===== config.mk =====
export PLATFORM = sky130hd
export DESIGN_NAME = accel_bcd_formatter
export DESIGN_NICKNAME = d
export VERILOG_FILES = /design/src/rtl/accel_bcd_formatter.sv
export SDC_FILE = /design/constraint.sdc
export NUM_CORES = 1
export LEC_CHECK = 0
export ABC_CLOCK_PERIOD_IN_PS = 8700
export CAP_MARGIN = 5
export CORE_ASPECT_RATIO = 0.9
export CORE_MARGIN = 3
export CORE_UTILIZATION = 50
export CTS_CLUSTER_DIAMETER = 60
export DETAILED_ROUTE_END_ITERATION = 7
export PLACE_DENSITY_LB_ADDON = 0.08
export SLEW_MARGIN = 15
export SYNTH_ARGS = -nofsm -noshare
export SYNTH_HDL_FRONTEND = slang
export SYNTH_SLANG_ARGS = --single-unit

===== constraint.sdc =====
create_clock -name clk -period 8.7 [get_ports clk]
set_input_delay 0.87 -clock clk [delete_from_list [all_inputs] [get_ports clk]]
set_output_delay 0.87 -clock clk [all_outputs]
set_load 0.01 [all_outputs]

===== src/rtl/accel_bcd_formatter.sv =====
// Purpose: scale N signed axis samples by 1/SCALE and convert them to BCD digits, sign and saturation flags for seven-segment display.
// Latency: update pulses CHANNELS*(2*DATA_W+2)+1 cycles after the capture edge; outputs then hold until the next update.
// Backpressure: none; a refresh tick that arrives while busy or frozen is dropped, and data_valid only refreshes the shadow registers.
module accel_bcd_formatter #(
   parameter int DATA_W      = 16,
   parameter int CHANNELS    = 3,
   parameter int DIGITS      = 2,
   parameter int SCALE       = 10,
   parameter int REFRESH_DIV = 50000000
) (
   input  logic                         clk,
   input  logic                         rst,
   input  logic [CHANNELS*DATA_W-1:0]   data_in,
   input  logic                         data_valid,
   input  logic                         freeze,
   output logic [CHANNELS*DIGITS*4-1:0] digits_out,
   output logic [CHANNELS-1:0]          neg_out,
   output logic [CHANNELS-1:0]          sat_out,
   output logic                         update,
   output logic                         busy
);

   localparam int BCD_W = DIGITS*4 + 4;
   localparam int NIBS  = BCD_W / 4;
   localparam int RC_W  = (REFRESH_DIV > 1) ? $clog2(REFRESH_DIV) : 1;
   localparam int BC_W  = (DATA_W > 1) ? $clog2(DATA_W) : 1;
   localparam int CH_W  = (CHANNELS > 1) ? $clog2(CHANNELS) : 1;
   localparam int LIMIT = 10**DIGITS;

   localparam logic [DATA_W:0]       SCALE_V = (DATA_W+1)'(SCALE);
   localparam logic [DIGITS*4-1:0]   ALL9    = {DIGITS{4'h9}};

   localparam logic [2:0] S_IDLE  = 3'd0;
   localparam logic [2:0] S_ABS   = 3'd1;
   localparam logic [2:0] S_DIV   = 3'd2;
   localparam logic [2:0] S_BCD   = 3'd3;
   localparam logic [2:0] S_STORE = 3'd4;
   localparam logic [2:0] S_DONE  = 3'd5;

   logic [2:0]                   state;
   logic [CHANNELS*DATA_W-1:0]   shadow;
   logic [CHANNELS*DATA_W-1:0]   snap;
   logic [RC_W-1:0]              ref_cnt;
   logic                         tick;
   logic [CH_W-1:0]              ch;
   logic [BC_W-1:0]              bit_cnt;
   logic                         last_bit;
   // dq holds the magnitude, becomes the quotient during DIV, and is rotated
   // through BCD so it is back to the quotient when STORE checks saturation.
   logic [DATA_W-1:0]            dq;
   logic [DATA_W-1:0]            rem;
   logic [DATA_W:0]              trial;
   logic [BCD_W-1:0]             bcd;
   logic [BCD_W-1:0]             adj;
   logic [DATA_W-1:0]            sample;
   logic [DATA_W-1:0]            mag;
   logic                         sat_now;
   logic [CHANNELS*DIGITS*4-1:0] stage_digits;
   logic [CHANNELS-1:0]          stage_neg;
   logic [CHANNELS-1:0]          stage_sat;

   assign tick     = (ref_cnt == RC_W'(REFRESH_DIV - 1));
   assign last_bit = (bit_cnt == BC_W'(DATA_W - 1));
   assign sample   = snap[ch*DATA_W +: DATA_W];
   // Two's-complement negate; the most negative value comes out as 2^(DATA_W-1) unsigned.
   assign mag      = sample[DATA_W-1] ? -sample : sample;
   assign trial    = {rem, dq[DATA_W-1]};
   assign sat_now  = 64'(dq) >= 64'(LIMIT);
   assign busy     = (state != S_IDLE);

   // Double-dabble correction: add 3 to every BCD nibble that is 5 or more.
   always_comb begin
      adj = bcd;
      for (int i = 0; i < NIBS; i++) begin
         if (bcd[i*4 +: 4] >= 4'd5) adj[i*4 +: 4] = bcd[i*4 +: 4] + 4'd3;
      end
   end

   // Shadow copy of the most recent valid sample set.
   always_ff @(posedge clk or posedge rst) begin
      if (rst)             shadow <= '0;
      else if (data_valid) shadow <= data_in;
   end

   // Free-running refresh counter; its terminal count is the capture tick.
   always_ff @(posedge clk or posedge rst) begin
      if (rst)       ref_cnt <= '0;
      else if (tick) ref_cnt <= '0;
      else           ref_cnt <= ref_cnt + 1'b1;
   end

   // Per-channel abs / divide / BCD sequencer with staged, atomically published results.
   always_ff @(posedge clk or posedge rst) begin
      if (rst) begin
         state        <= S_IDLE;
         snap         <= '0;
         ch           <= '0;
         bit_cnt      <= '0;
         dq           <= '0;
         rem          <= '0;
         bcd          <= '0;
         stage_digits <= '0;
         stage_neg    <= '0;
         stage_sat    <= '0;
         digits_out   <= '0;
         neg_out      <= '0;
         sat_out      <= '0;
         update       <= 1'b0;
      end else begin
         update <= 1'b0;
         case (state)
            S_IDLE: begin
               if (tick && !freeze) begin
                  snap  <= data_valid ? data_in : shadow;
                  ch    <= '0;
                  state <= S_ABS;
               end
            end
            S_ABS: begin
               stage_neg[ch] <= sample[DATA_W-1];
               dq            <= mag;
               rem           <= '0;
               bit_cnt       <= '0;
               state         <= S_DIV;
            end
            S_DIV: begin
               if (trial >= SCALE_V) begin
                  rem <= DATA_W'(trial - SCALE_V);
                  dq  <= {dq[DATA_W-2:0], 1'b1};
               end else begin
                  rem <= trial[DATA_W-1:0];
                  dq  <= {dq[DATA_W-2:0], 1'b0};
               end
               bit_cnt <= bit_cnt + 1'b1;
               if (last_bit) begin
                  bit_cnt <= '0;
                  bcd     <= '0;
                  state   <= S_BCD;
               end
            end
            S_BCD: begin
               bcd     <= (adj << 1) | BCD_W'(dq[DATA_W-1]);
               dq      <= {dq[DATA_W-2:0], dq[DATA_W-1]};
               bit_cnt <= bit_cnt + 1'b1;
               if (last_bit) begin
                  bit_cnt <= '0;
                  state   <= S_STORE;
               end
            end
            S_STORE: begin
               stage_digits[ch*DIGITS*4 +: DIGITS*4] <= sat_now ? ALL9 : bcd[DIGITS*4-1:0];
               stage_sat[ch] <= sat_now;
               if (ch == CH_W'(CHANNELS - 1)) begin
                  state <= S_DONE;
               end else begin
                  ch    <= ch + 1'b1;
                  state <= S_ABS;
               end
            end
            S_DONE: begin
               digits_out <= stage_digits;
               neg_out    <= stage_neg;
               sat_out    <= stage_sat;
               update     <= 1'b1;
               state      <= S_IDLE;
            end
            default: state <= S_IDLE;
         endcase
      end
   end

endmodule


# == After elaboration in Yosys (flattened, before gate mapping) ==
# Index checks and enable logic that the tools add are counted.
# word_totals
reg_bits,236
inputBits,52
output_inout_bits,32
wordCells,92
# op_classes
n_eq_ne,12
bitwise_logic,1
reduce_logical,15
n_mux,29
n_shift,3
n_lt_le_gt_ge,7
addsub,9
# op_table
cell,n
48-bit 2-to-1 mux,1
16-bit case mux with 3 select lines,1
48-bit by 7-bit indexed part select with 16-bit output,1
5-bit negation with 34-bit output,1
8-bit by 34-bit variable shift with 24-bit output (first input constant),1
8-bit by 34-bit indexed part select with 24-bit output,1
16-bit 2-to-1 mux,2
16-bit case mux with 2 select lines,1
26-bit by 1-bit adder with 26-bit output (second input constant),1
26-bit equality test (second input constant),1
26-bit 2-to-1 mux,1
24-bit bitwise mux,1
12-bit case mux with 2 select lines,1
17-bit by 4-bit greater-or-equal comparator with 1-bit output (second input constant),1
16-bit by 7-bit greater-or-equal comparator with 1-bit output (second input constant),1
16-bit negation,1
16-bit by 4-bit subtractor with 16-bit output (second input constant),1
3-bit 2-to-1 mux,5
3-bit case mux with 5 select lines,1
4-bit by 3-bit greater-or-equal comparator with 1-bit output (second input constant),3
12-bit 2-to-1 mux,1
4-bit 2-to-1 mux,3
12-bit by 1-bit bitwise OR with 12-bit output,1
4-bit by 2-bit adder with 4-bit output (second input constant),2
26 further kinds,42

# == Depth between registers and ports, before layout ==
# Gate-level depths: netlist of the first run.
# depth
ltp_word,5
mapped_depth,10
ltp_nobuf,8

# == Worst setup path before layout of the first run ==
# Ideal clock, no wire load.
# synth_timing
path_type,flip-flop to flip-flop
start,register rem[9]
end,register rem[7]
path_buffers,0
path_slack_ps,6223
required_ps,8579
path_stages_with_launch,7
t_arrival_ps,2356
path_cell_list,dfrtp_1 or4_4 or4b_4 nor4_4 nor4b_1 xor2_1 a22o_1
# synth_via
elab_chain_len,3
# synth_rtl
item,line,rtl
from (decl),51,logic [DATA_W-1:0] rem;
from (signal assigned),128,rem <= DATA_W'(trial - SCALE_V);
from (signal assigned),131,rem <= trial[DATA_W-1:0];
17-bit by 4-bit greater-or-equal comparator with 1-bit output,127,if (trial >= SCALE_V) begin
16-bit 2-to-1 mux,127,
16-bit case mux with 2 select lines,111,case (state)
# Every way passes these cells.
# A chain may end at the register's enable or synchronous reset.

# == Worst setup path in the final report of the first run ==
# layout_timing
start,register state[2]
end,output port busy
# layout_via
elab_chain_len,1
# layout_rtl
item,line,rtl
from (decl),40,logic [2:0] state;
from (signal assigned),95,state <= S_IDLE;
from (signal assigned),116,state <= S_ABS;
from (signal assigned),124,state <= S_DIV;
3-bit nonzero test,69,assign busy = (state != S_IDLE);
to (decl),20,output logic busy
# Every way passes these cells.

==> results of run 1 <==
logic make-up (layout without fill, tap and decap cells):
group	Yosys count	in the layout	synth area share (%)
DFF	232	232	56.52
AOI/OAI and AO/OA	156	156	10.15
xor gates and xnor gates	50	50	4.263
muxes	116	116	12.53
adders and majority gates	14	14	1.705
and+or+nand+nor	279	279	12.46
buffers and inverters	62	153	2.375
worst max-delay path, delay by kind of cell (launching register included):
kind	cells	cell delay [ns]
buffers and inverters	1	0.50
DFF	1	0.58
and+or+nand+nor	1	0.46
power groups by stage:
stage,Combinational (mW),Clock [mW],Sequential [mW]
2_1_floorplan,0.142,0,1.20
3_3_place_gp,0.191,0,1.22
3_5_place_dp,0.195,0,1.22
4_1_cts,0.196,1.02,1.20
5_1_grt,0.218,1.07,1.21
6_report,0.192,0.998,1.20
cell usage in the layout (no fill, tap or decap), types with 19 or more instances in the layout:
master,instances
clkbuf_16,25
dfrtp_1,232
a22o_1,26
xor2_1,23
nor2_1,52
nand2_1,134
mux2_2,97
a21oi_1,28
o21ai_0,46
inv_1,19
xnor2_1,27
clkdlybuf4s50_1,82
nor3_1,21
path summary, 6_finish.rpt:
kind | start | cells past startpoint | slack [ns] | to
worst max-delay path | state[2] | 2 | 5.78 | busy
worst min-delay path | ref_cnt[6] | 1 | 0.46 | ref_cnt[6]
worst max register to register | ch[1] | 7 | 5.91 | dq[14]
worst min register to register | ref_cnt[6] | 1 | 0.46 | ref_cnt[6]
max in group asynchronous | rst | 3 | 6.46 | shadow[36]
min in group asynchronous | rst | 2 | 0.90 | shadow[27]
per-layer routing:
metal  track usage [%]  wire (um)
met3             2.736        828
met4             3.607        335
met1             30.15      10430
met2             29.09       9210
met5                 0          0
cell type report:
| type | instances | area (um^2) |
|---|---|---|
| inverter | 20 | 82.58 |
| clock buffer | 39 | 728.2 |
| multi-input combinational | 615 | 4227 |
| tap | 255 | 319.1 |
| timing repair buffer | 91 | 885.9 |
| clock inverter | 3 | 42.54 |
| sequential | 232 | 5806 |
| fill | 1703 | 7958 |
sequential cells by signal (all words and copies together) (netlist names):
register,flops
state,3
bit_cnt,4
rem,16
dq,16
stage_neg,3
stage_digits,24
snap,48
digits_out,24
sat_out,3
update,1
bcd,8
shadow,48
ref_cnt,26
neg_out,3
ch,2
stage_sat,3
stage by stage:
step                std cells  power, mW  area (um^2)
finish                   1255      2.390        12090
global route             1255      2.494        12090
CTS                      1255      2.418        12090
detailed placement       1213      1.413        11320
global placement         1213      1.407        11320
floorplan                 909      1.346        10270
==> flow_metrics.py, run 1 <==
metrics = {
    "yosys": {
        "synth_top_cell_by_area": "dfrtp_1",
        "syn_area_mm2": 0.01027,
        "synth.top_cell.area_share_pct": 56.52,
        "syn_inst": 909,
        "synth_area_leaders": "dfrtp_1, mux2_2, nand2_1",
        "synth-async-reset-ratio_pct": 100.0,
        "yosys.cell_count.top_type": "dfrtp_1",
        "synth_commonest_cells": "dfrtp_1, nand2_1, mux2_2",
        "synthFlopType": "dfrtp_1",
        "synth_edf_count": 0,
        "postSynthAreaPerCell_um2": 11.30,
        "synth_seq_cells": 232,
        "ys_types": 58,
        "yosys_warnings": 0,
        "syn-num-nets": 975,
        "ys_seq_area_share_pct": 56.52,
    },
    "die": {
        "dieWidth_um": 157.1,
        "start_util_pct": 51.24,
        "num_rows": 49,
        "pin_count": 84,
        "core_mm2": 0.02005,
        "dieArea_mm2": 0.02230,
        "die_h_um": 142.0,
    },
    "pwr": {
        "pwr-share-seq_pct": 50.2,
        "pwr-share-comb_pct": 8.0,
        "p_per_area_mw_per_mm2": 197.7,
        "internal_power_mw": 1.847,
        "p_clk_share_pct": 41.8,
        "net-switching-power_uw": 542.4,
        "leakage_nw": 5.428,
        "ir_worst_vdd_v": 0.0001379,
        "switching_share_pct": 22.70,
    },
    "run": {
        "maxCapViolations": 0,
    },
    "clock_network": {
        "postCtsSetupBuffers": 0,
        "clock-sinks": 232,
        "numCtsBuffers": 24,
        "h-tree-depth": 1,
        "clk_pin_slew_ns": 0.06,
        "clock_latency_ns": 0.51,
        "cts_resized": 0,
        "hold_buffers": 0,
        "cts_root_buf": "clkbuf_16",
        "clk_path_buf_depth": 3,
        "cts_tree": "done",
    },
    "global_routing": {
        "grtUsageTotal_pct": 19.25,
        "grt_pass1_vias": 6798,
        "antenna_found_initial": 0,
        "grt_max_degree": 108,
        "grt_pass1_wl_um": 35540,
        "gr-total-overflow": 0,
    },
    "timing": {
        "drv_slew": 0,
        "fin_hold_ws_ns": 0.4633,
        "slew_headroom_pct": 23.02,
        "finalWorstSetupSlack_ns": 5.784,
        "hold_viol": 0,
        "fin_skew_ns": 0.01297,
        "post-route-period-util_pct": 33.51,
        "max_freq_mhz": 343.0,
        "fin_crit_ns": 2.916,
        "rsz0062_at_grt": "false",
        "tns_ns": 0,
        "worst_pin_slew_ns": 1.144,
        "setup_viol": 0,
    },
    "cells_and_area": {
        "fin_util_pct": 60.31,
        "syn_to_final_growth_pct": 17.70,
        "final_nets": 1050,
        "diodes": 0,
        "drive_gt1_share_pct": 15.20,
    },
    "drt": {
        "via_per_inst": 5.470,
        "ant_nets": 0,
        "drt-total-wl_um": 20800,
        "firstDrtPassIters": 4,
        "drt-initial-drc-count": 372,
        "vias": 6865,
        "drc": 0,
        "wl_per_cell_um": 16.58,
    },
    "placed_design": {
        "post-place-ws_ns": 5.770,
        "gp_congestion": 0.7995,
        "hpwl_um": 14020,
        "io_buffer_count": 83,
    },
    "worst_setup_path": {
        "worstPathMaxFanout": 19,
        "path_class": "reg2out",
        "cp-end-kind": "output port",
        "crit_chain": "or3_1, clkdlybuf4s50_1",
        "critPathSlowestCell": "dfrtp_1",
        "startpoint_type": "flip-flop",
        "slowest_delay_ns": 0.58,
        "cp.required_ns": 7.83,
        "worst-endpoint-arrival_ns": 2.05,
    },
    "run_status": {
        "status": "complete, no violations",
    },
    "hold_path": {
        "hp-class": "reg2reg",
    },
}
(Power assumes the default switching activity.)
==> run 2, diff against run 1 <==
--- a/config.mk
+++ b/config.mk
@@ -5,7 +5,7 @@
 export SDC_FILE = /design/constraint.sdc
 export NUM_CORES = 1
 export LEC_CHECK = 0
-export ABC_CLOCK_PERIOD_IN_PS = 8700
+export ABC_CLOCK_PERIOD_IN_PS = 3000
 export CAP_MARGIN = 5
 export CORE_ASPECT_RATIO = 0.9
 export CORE_MARGIN = 3
==> constraint.sdc (replaced) <==
create_clock -name clk -period 3 [get_ports clk]
set_input_delay 0.3 -clock clk [delete_from_list [all_inputs] [get_ports clk]]
set_output_delay 0.3 -clock clk [all_outputs]
set_load 0.01 [all_outputs]
==> run 2 against run 1 <==
Power rose to 2.9 times the previous value. Utilization is 0.90 points higher. Setup slack got worse by 5.5 ns. Final cell count grew 1.4%. Non-clock buffer count increased by 17. Combinational power rose to 3.0 times the previous value. Global-route usage is 0.58 points higher. Clock-buffer cell count shrank 4. Register-to-register slack got worse by 5.6 ns. Routed wire length is 2.0% higher. Sequential share of layout area shrank 0.71 points. Via count is 0.48% higher. Critical endpoint is now snap[30].
==> flow_metrics.py, run 2 (synthesis gave the netlist of run 1 again) <==
metrics = {
    "run_status": {
        "status": "complete, no violations",
    },
    "timing": {
        "hold_viol": 0,
        "drv_slew": 0,
        "fin_skew_ns": 0.01146,
        "slew_headroom_pct": 31.65,
        "fin_crit_ns": 2.668,
        "post-route-period-util_pct": 88.92,
        "setup_viol": 0,
        "max_freq_mhz": 374.9,
        "worst_pin_slew_ns": 1.025,
        "rsz0062_at_grt": "false",
        "tns_ns": 0,
        "fin_hold_ws_ns": 0.3217,
    },
    "cells_and_area": {
        "most-common-layout-cells": "dfrtp_1, nand2_1, mux2_2",
        "final_cells": 1273,
        "diodes": 0,
        "layout_commonest_cell": "dfrtp_1",
        "final_nets": 1068,
        "drive_gt1_share_pct": 16.90,
        "syn_to_final_growth_pct": 19.46,
        "largestRegisters": "shadow (48), snap (48), ref_cnt (26)",
    },
    "drt": {
        "via_per_inst": 5.419,
        "drt-total-wl_um": 21220,
        "vias": 6898,
        "drt-initial-drc-count": 337,
        "ant_nets": 0,
        "drc": 0,
        "firstDrtPassIters": 4,
        "wl_per_cell_um": 16.67,
    },
    "die": {
        "core_mm2": 0.02005,
        "dieArea_mm2": 0.02230,
        "pin_count": 84,
        "dieWidth_um": 157.1,
        "start_util_pct": 51.24,
        "die_h_um": 142.0,
        "num_rows": 49,
    },
    "clock_network": {
        "cts_tree": "done",
        "clk_pin_slew_ns": 0.06,
        "cts_resized": 0,
        "h-tree-depth": 1,
        "cts_root_buf": "clkbuf_16",
        "clock-sinks": 232,
        "numCtsBuffers": 25,
        "hold_buffers": 0,
        "clock_latency_ns": 0.52,
        "postCtsSetupBuffers": 0,
        "clk_path_buf_depth": 3,
    },
    "worst_setup_path": {
        "cp.required_ns": 3.39,
        "startpoint_type": "flip-flop",
        "cp-end-kind": "flip-flop",
        "path_class": "reg2reg",
        "ff2ff_path_depth": 6,
        "worstPathMaxFanout": 50,
        "worst-endpoint-arrival_ns": 3.06,
    },
    "global_routing": {
        "gr-total-overflow": 0,
        "antenna_found_initial": 0,
        "grt_max_degree": 57,
        "grtUsageTotal_pct": 19.82,
        "grt_pass1_wl_um": 36380,
        "grt_pass1_vias": 6957,
    },
    "pwr": {
        "leakage_nw": 5.534,
        "pwr-share-comb_pct": 8.2,
        "switching_share_pct": 23.28,
        "pwr-share-seq_pct": 49.9,
        "p_per_area_mw_per_mm2": 568.8,
        "ir_worst_vdd_v": 0.0004146,
        "p_clk_share_pct": 41.9,
        "net-switching-power_mw": 1.625,
        "internal_power_mw": 5.356,
    },
    "placed_design": {
        "gp_congestion": 0.8156,
        "io_buffer_count": 83,
        "hpwl_um": 14820,
        "dpl.cell_count": 1230,
    },
    "hold_path": {
        "hp-class": "in2async",
    },
    "run": {
        "maxCapViolations": 0,
    },
}
[run 2: changes by cell type in the layout (fill, tap and decap cells not counted)]
cell and change:
buf_12 +4, inv_6 +2, clkinv_2 +2, clkbuf_1 -3, nor2b_1 +1, clkinvlp_4 +2, buf_4 +13, clkbuf_8 -1
nor2b_2 -1, inv_8 -1
[run 2: worst max-delay path, stage by stage (launching register included)]
cell     delay (ns)
dfrtp_1        0.41
or4b_2         0.67
nor3_1         0.26
nand3_1        0.13
or3_2          0.47
buf_12         0.20
mux2_1         0.36
[run 2: power by group through the flow]
stage / Combinational, mW / Clock [mW] / Sequential [mW]
after CTS: 0.583 / 3.00 / 3.48
after detailed placement: 0.581 / 0 / 3.53
after global routing: 0.644 / 3.13 / 3.51
final: 0.572 / 2.93 / 3.48
after floorplan: 0.412 / 0 / 3.49
after global placement: 0.574 / 0 / 3.53
[run 2: layout make-up]
| type | count | area [um^2] |
|---|---|---|
| Inverter | 20 | 78.83 |
| Tap cell | 255 | 319.1 |
| Fill cell | 1650 | 7776 |
| Timing Repair Buffer | 108 | 1064 |
| Clock buffer | 35 | 703.2 |
| Multi-Input combinational cell | 615 | 4224 |
| Clock inverter | 8 | 77.57 |
| Sequential cell | 232 | 5806 |
[run 2: metal layers]
metal  routed length (um)  track usage (%)  vias to the layer above
met5                    0                0                        -
met4                  396            4.521                        0
met3                  685            2.797                       29
met2                 9450            29.92                      121
met1                10690            30.71                     3354
li1                     -                -                     3394
[run 2: stage by stage]
step,setup WS [ns],power [mW],util [%],cell area (um^2)
floorplan,-0.3359,3.903,-,10280
global placement,0.4009,4.102,57.32,11490
detailed placement,0.3654,4.112,57.32,11490
CTS,0.3447,7.064,61.21,12270
global route,0.1858,7.284,61.21,12270
finish,0.3323,6.981,61.21,12270
[run 2: path summary, 6_finish.rpt]
kind	slack, ns	to	start
max in group asynchronous	1.87	ch[1]	rst
max	0.33	snap[30]	ref_cnt[10]
min reg2reg	0.47	neg_out[1]	neg_out[1]
min in group clk	0.41	shadow[37]	data_in[37]
max reg2reg	0.33	snap[30]	ref_cnt[10]
min	0.32	digits_out[4]	rst
==> run 3, diff against run 2 <==
--- a/config.mk
+++ b/config.mk
@@ -9,7 +9,7 @@
 export CAP_MARGIN = 5
 export CORE_ASPECT_RATIO = 0.9
 export CORE_MARGIN = 3
-export CORE_UTILIZATION = 50
+export CORE_UTILIZATION = 25
 export CTS_CLUSTER_DIAMETER = 60
 export DETAILED_ROUTE_END_ITERATION = 7
 export PLACE_DENSITY_LB_ADDON = 0.08
==> run 3 against run 2 <==
Non-clock buffer count up 1. Sequential power hardly changed. Final cell count grew 23%. Sequential cell count stayed put. Clock power increased by 22%. Via count grew 0.62%. Clock-buffer cell count is 3 higher. Routed wire length is 18% higher. Power is 9.2% higher. Utilization down 29 points. Critical path type unchanged.
==> flow_metrics.py, run 3 (synthesis gave the netlist of run 1 again) <==
metrics = {
    "run_status": {
        "status": "complete, no violations",
    },
    "timing": {
        "worst_pin_slew_ns": 0.8087,
        "hold_viol": 0,
        "slew_headroom_pct": 45.97,
        "fin_crit_ns": 2.656,
        "drv_slew": 0,
        "max_freq_mhz": 376.5,
        "fin_skew_ns": 0.02419,
        "post-route-period-util_pct": 88.53,
        "rsz0062_at_grt": "false",
        "setup_viol": 0,
    },
    "cells_and_area": {
        "most-common-layout-cells": "dfrtp_1, nand2_1, mux2_2",
        "diodes": 0,
        "largestRegisters": "shadow (48), snap (48), ref_cnt (26)",
        "drive_gt1_share_pct": 18.19,
        "fillers": 4112,
        "syn_to_final_growth_pct": 25.13,
        "layout_commonest_cell": "dfrtp_1",
        "final_area_mm2": 0.01285,
        "final_cells": 1560,
        "multiInputGateArea_mm2": 0.004224,
        "seqCellArea_mm2": 0.005806,
        "final_nets": 1074,
    },
    "die": {
        "dieWidth_um": 219.7,
        "num_rows": 69,
        "dieArea_mm2": 0.04356,
        "pin_count": 84,
        "die_h_um": 198.3,
        "core_mm2": 0.04006,
        "start_util_pct": 25.64,
    },
    "worst_setup_path": {
        "startpoint_type": "flip-flop",
        "r2r_start": "rem[9]",
        "slowest_delay_ns": 0.56,
        "rrSetupSlack_ns": 0.34,
        "cp.required_ns": 3.45,
        "worst-endpoint-arrival_ns": 3.11,
        "worstPathMaxFanout": 9,
        "ff2ff_path_depth": 6,
        "critPathLaunch": "rem[9]",
        "critPathSlowestCell": "or4b_4",
        "crit_chain": "or4_4, or4b_4, nor4_4, nor4_1, xor2_1, a22o_1",
        "path_class": "reg2reg",
        "r2r_end": "rem[6]",
        "cp-end-kind": "flip-flop",
    },
    "clock_network": {
        "clk_pin_slew_ns": 0.06,
        "clock_latency_ns": 0.56,
        "hold_buffers": 0,
        "cts_tree": "done",
        "cts_resized": 0,
        "numCtsBuffers": 30,
        "postCtsSetupBuffers": 0,
        "cts_root_buf": "clkbuf_16",
        "clock-sinks": 232,
        "h-tree-depth": 1,
        "clk_path_buf_depth": 3,
    },
    "pwr": {
        "leakage_nw": 5.646,
        "p_per_area_mw_per_mm2": 593.3,
        "ir_worst_vdd_v": 0.0003737,
    },
    "global_routing": {
        "grt_max_degree": 101,
        "gr-total-overflow": 0,
        "grt_pass1_wl_um": 42010,
        "grtUsageTotal_pct": 11.95,
        "grt_pass1_vias": 7366,
        "antenna_found_initial": 0,
    },
    "placed_design": {
        "hpwl_um": 16700,
        "io_buffer_count": 83,
        "gp_congestion": 0.7403,
        "dpl.cell_count": 1508,
        "dpl_cell_area_mm2": 0.01186,
    },
    "drt": {
        "firstDrtPassIters": 4,
        "drc": 0,
        "wl_per_cell_um": 16.06,
        "vias": 6941,
        "via_per_inst": 4.449,
        "drt-total-wl_um": 25050,
        "ant_nets": 0,
        "drt-initial-drc-count": 338,
    },
    "run": {
        "maxCapViolations": 0,
    },
    "hold_path": {
        "hp-class": "in2async",
    },
}
[run 3: changes by cell type in the layout (fill, tap and decap cells not counted), sizes merged]
cell and change:
buf +1, bufinv +1, clkbuf +3, clkinv +4
clkinvlp +2, inv -1
[run 3: cell type report]
class,instances,area share (%)
clock buffers,38,6.619
well taps,532,5.179
flip-flops and latches,232,45.17
inverters,20,0.6133
multi-input cells,615,32.86
clock inverters,14,1.129
repair buffers,109,8.430
[run 3: stage by stage]
| step | util [%] | setup WS [ns] | hold WS (ns) | power, mW | setup TNS (ns) |
|---|---|---|---|---|---|
| after floorplan | - | -0.3359 | 0.4331 | 3.903 | -77.94 |
| after CTS | 32.09 | 0.3496 | 0.2404 | 7.792 | 0 |
| final | 32.09 | 0.3441 | 0.2380 | 7.625 | 0 |
| after global routing | 32.09 | 0.1403 | 0.2623 | 8.025 | 0 |
| after global placement | 29.60 | 0.3322 | 0.4558 | 4.126 | 0 |
| after detailed placement | 29.60 | 0.3203 | 0.4585 | 4.125 | 0 |
[run 3: worst max-delay path: cells and delay by family, from the launching register on]
family,cells,cell delay (ns)
and+or+nand+nor,4,1.77
DFF,1,0.42
AOI/OAI and AO/OA,1,0.20
xor gates and xnor gates,1,0.17
[run 3: layer usage]
metal  vias up  track usage [%]  wire length, um  share of wire, %
met3        40            2.225              907               3.6
met4         0            2.933              535               2.1
met5         -                0                0                 0
li1       3413                -                -                 -
met1      3393            18.00            12960                52
met2        95            17.61            10640                42
[run 3: worst max-delay path by stage]
| stage | to |
|---|---|
| after floorplan | bcd[0] |
| after global placement | rem[7] |
| after detailed placement | rem[6] |
| after CTS | rem[6] |
| after global routing | dq[6] |
| final | rem[6] |
[run 3: report_power, final]
| group | internal, mW | switching (mW) | total (mW) | leakage [nW] |
|---|---|---|---|---|
| sequential | 3.32 | 0.159 | 3.48 | 2.98 |
| combinational | 0.317 | 0.258 | 0.575 | 2.18 |
| clock | 2.16 | 1.41 | 3.57 | 0.485 |
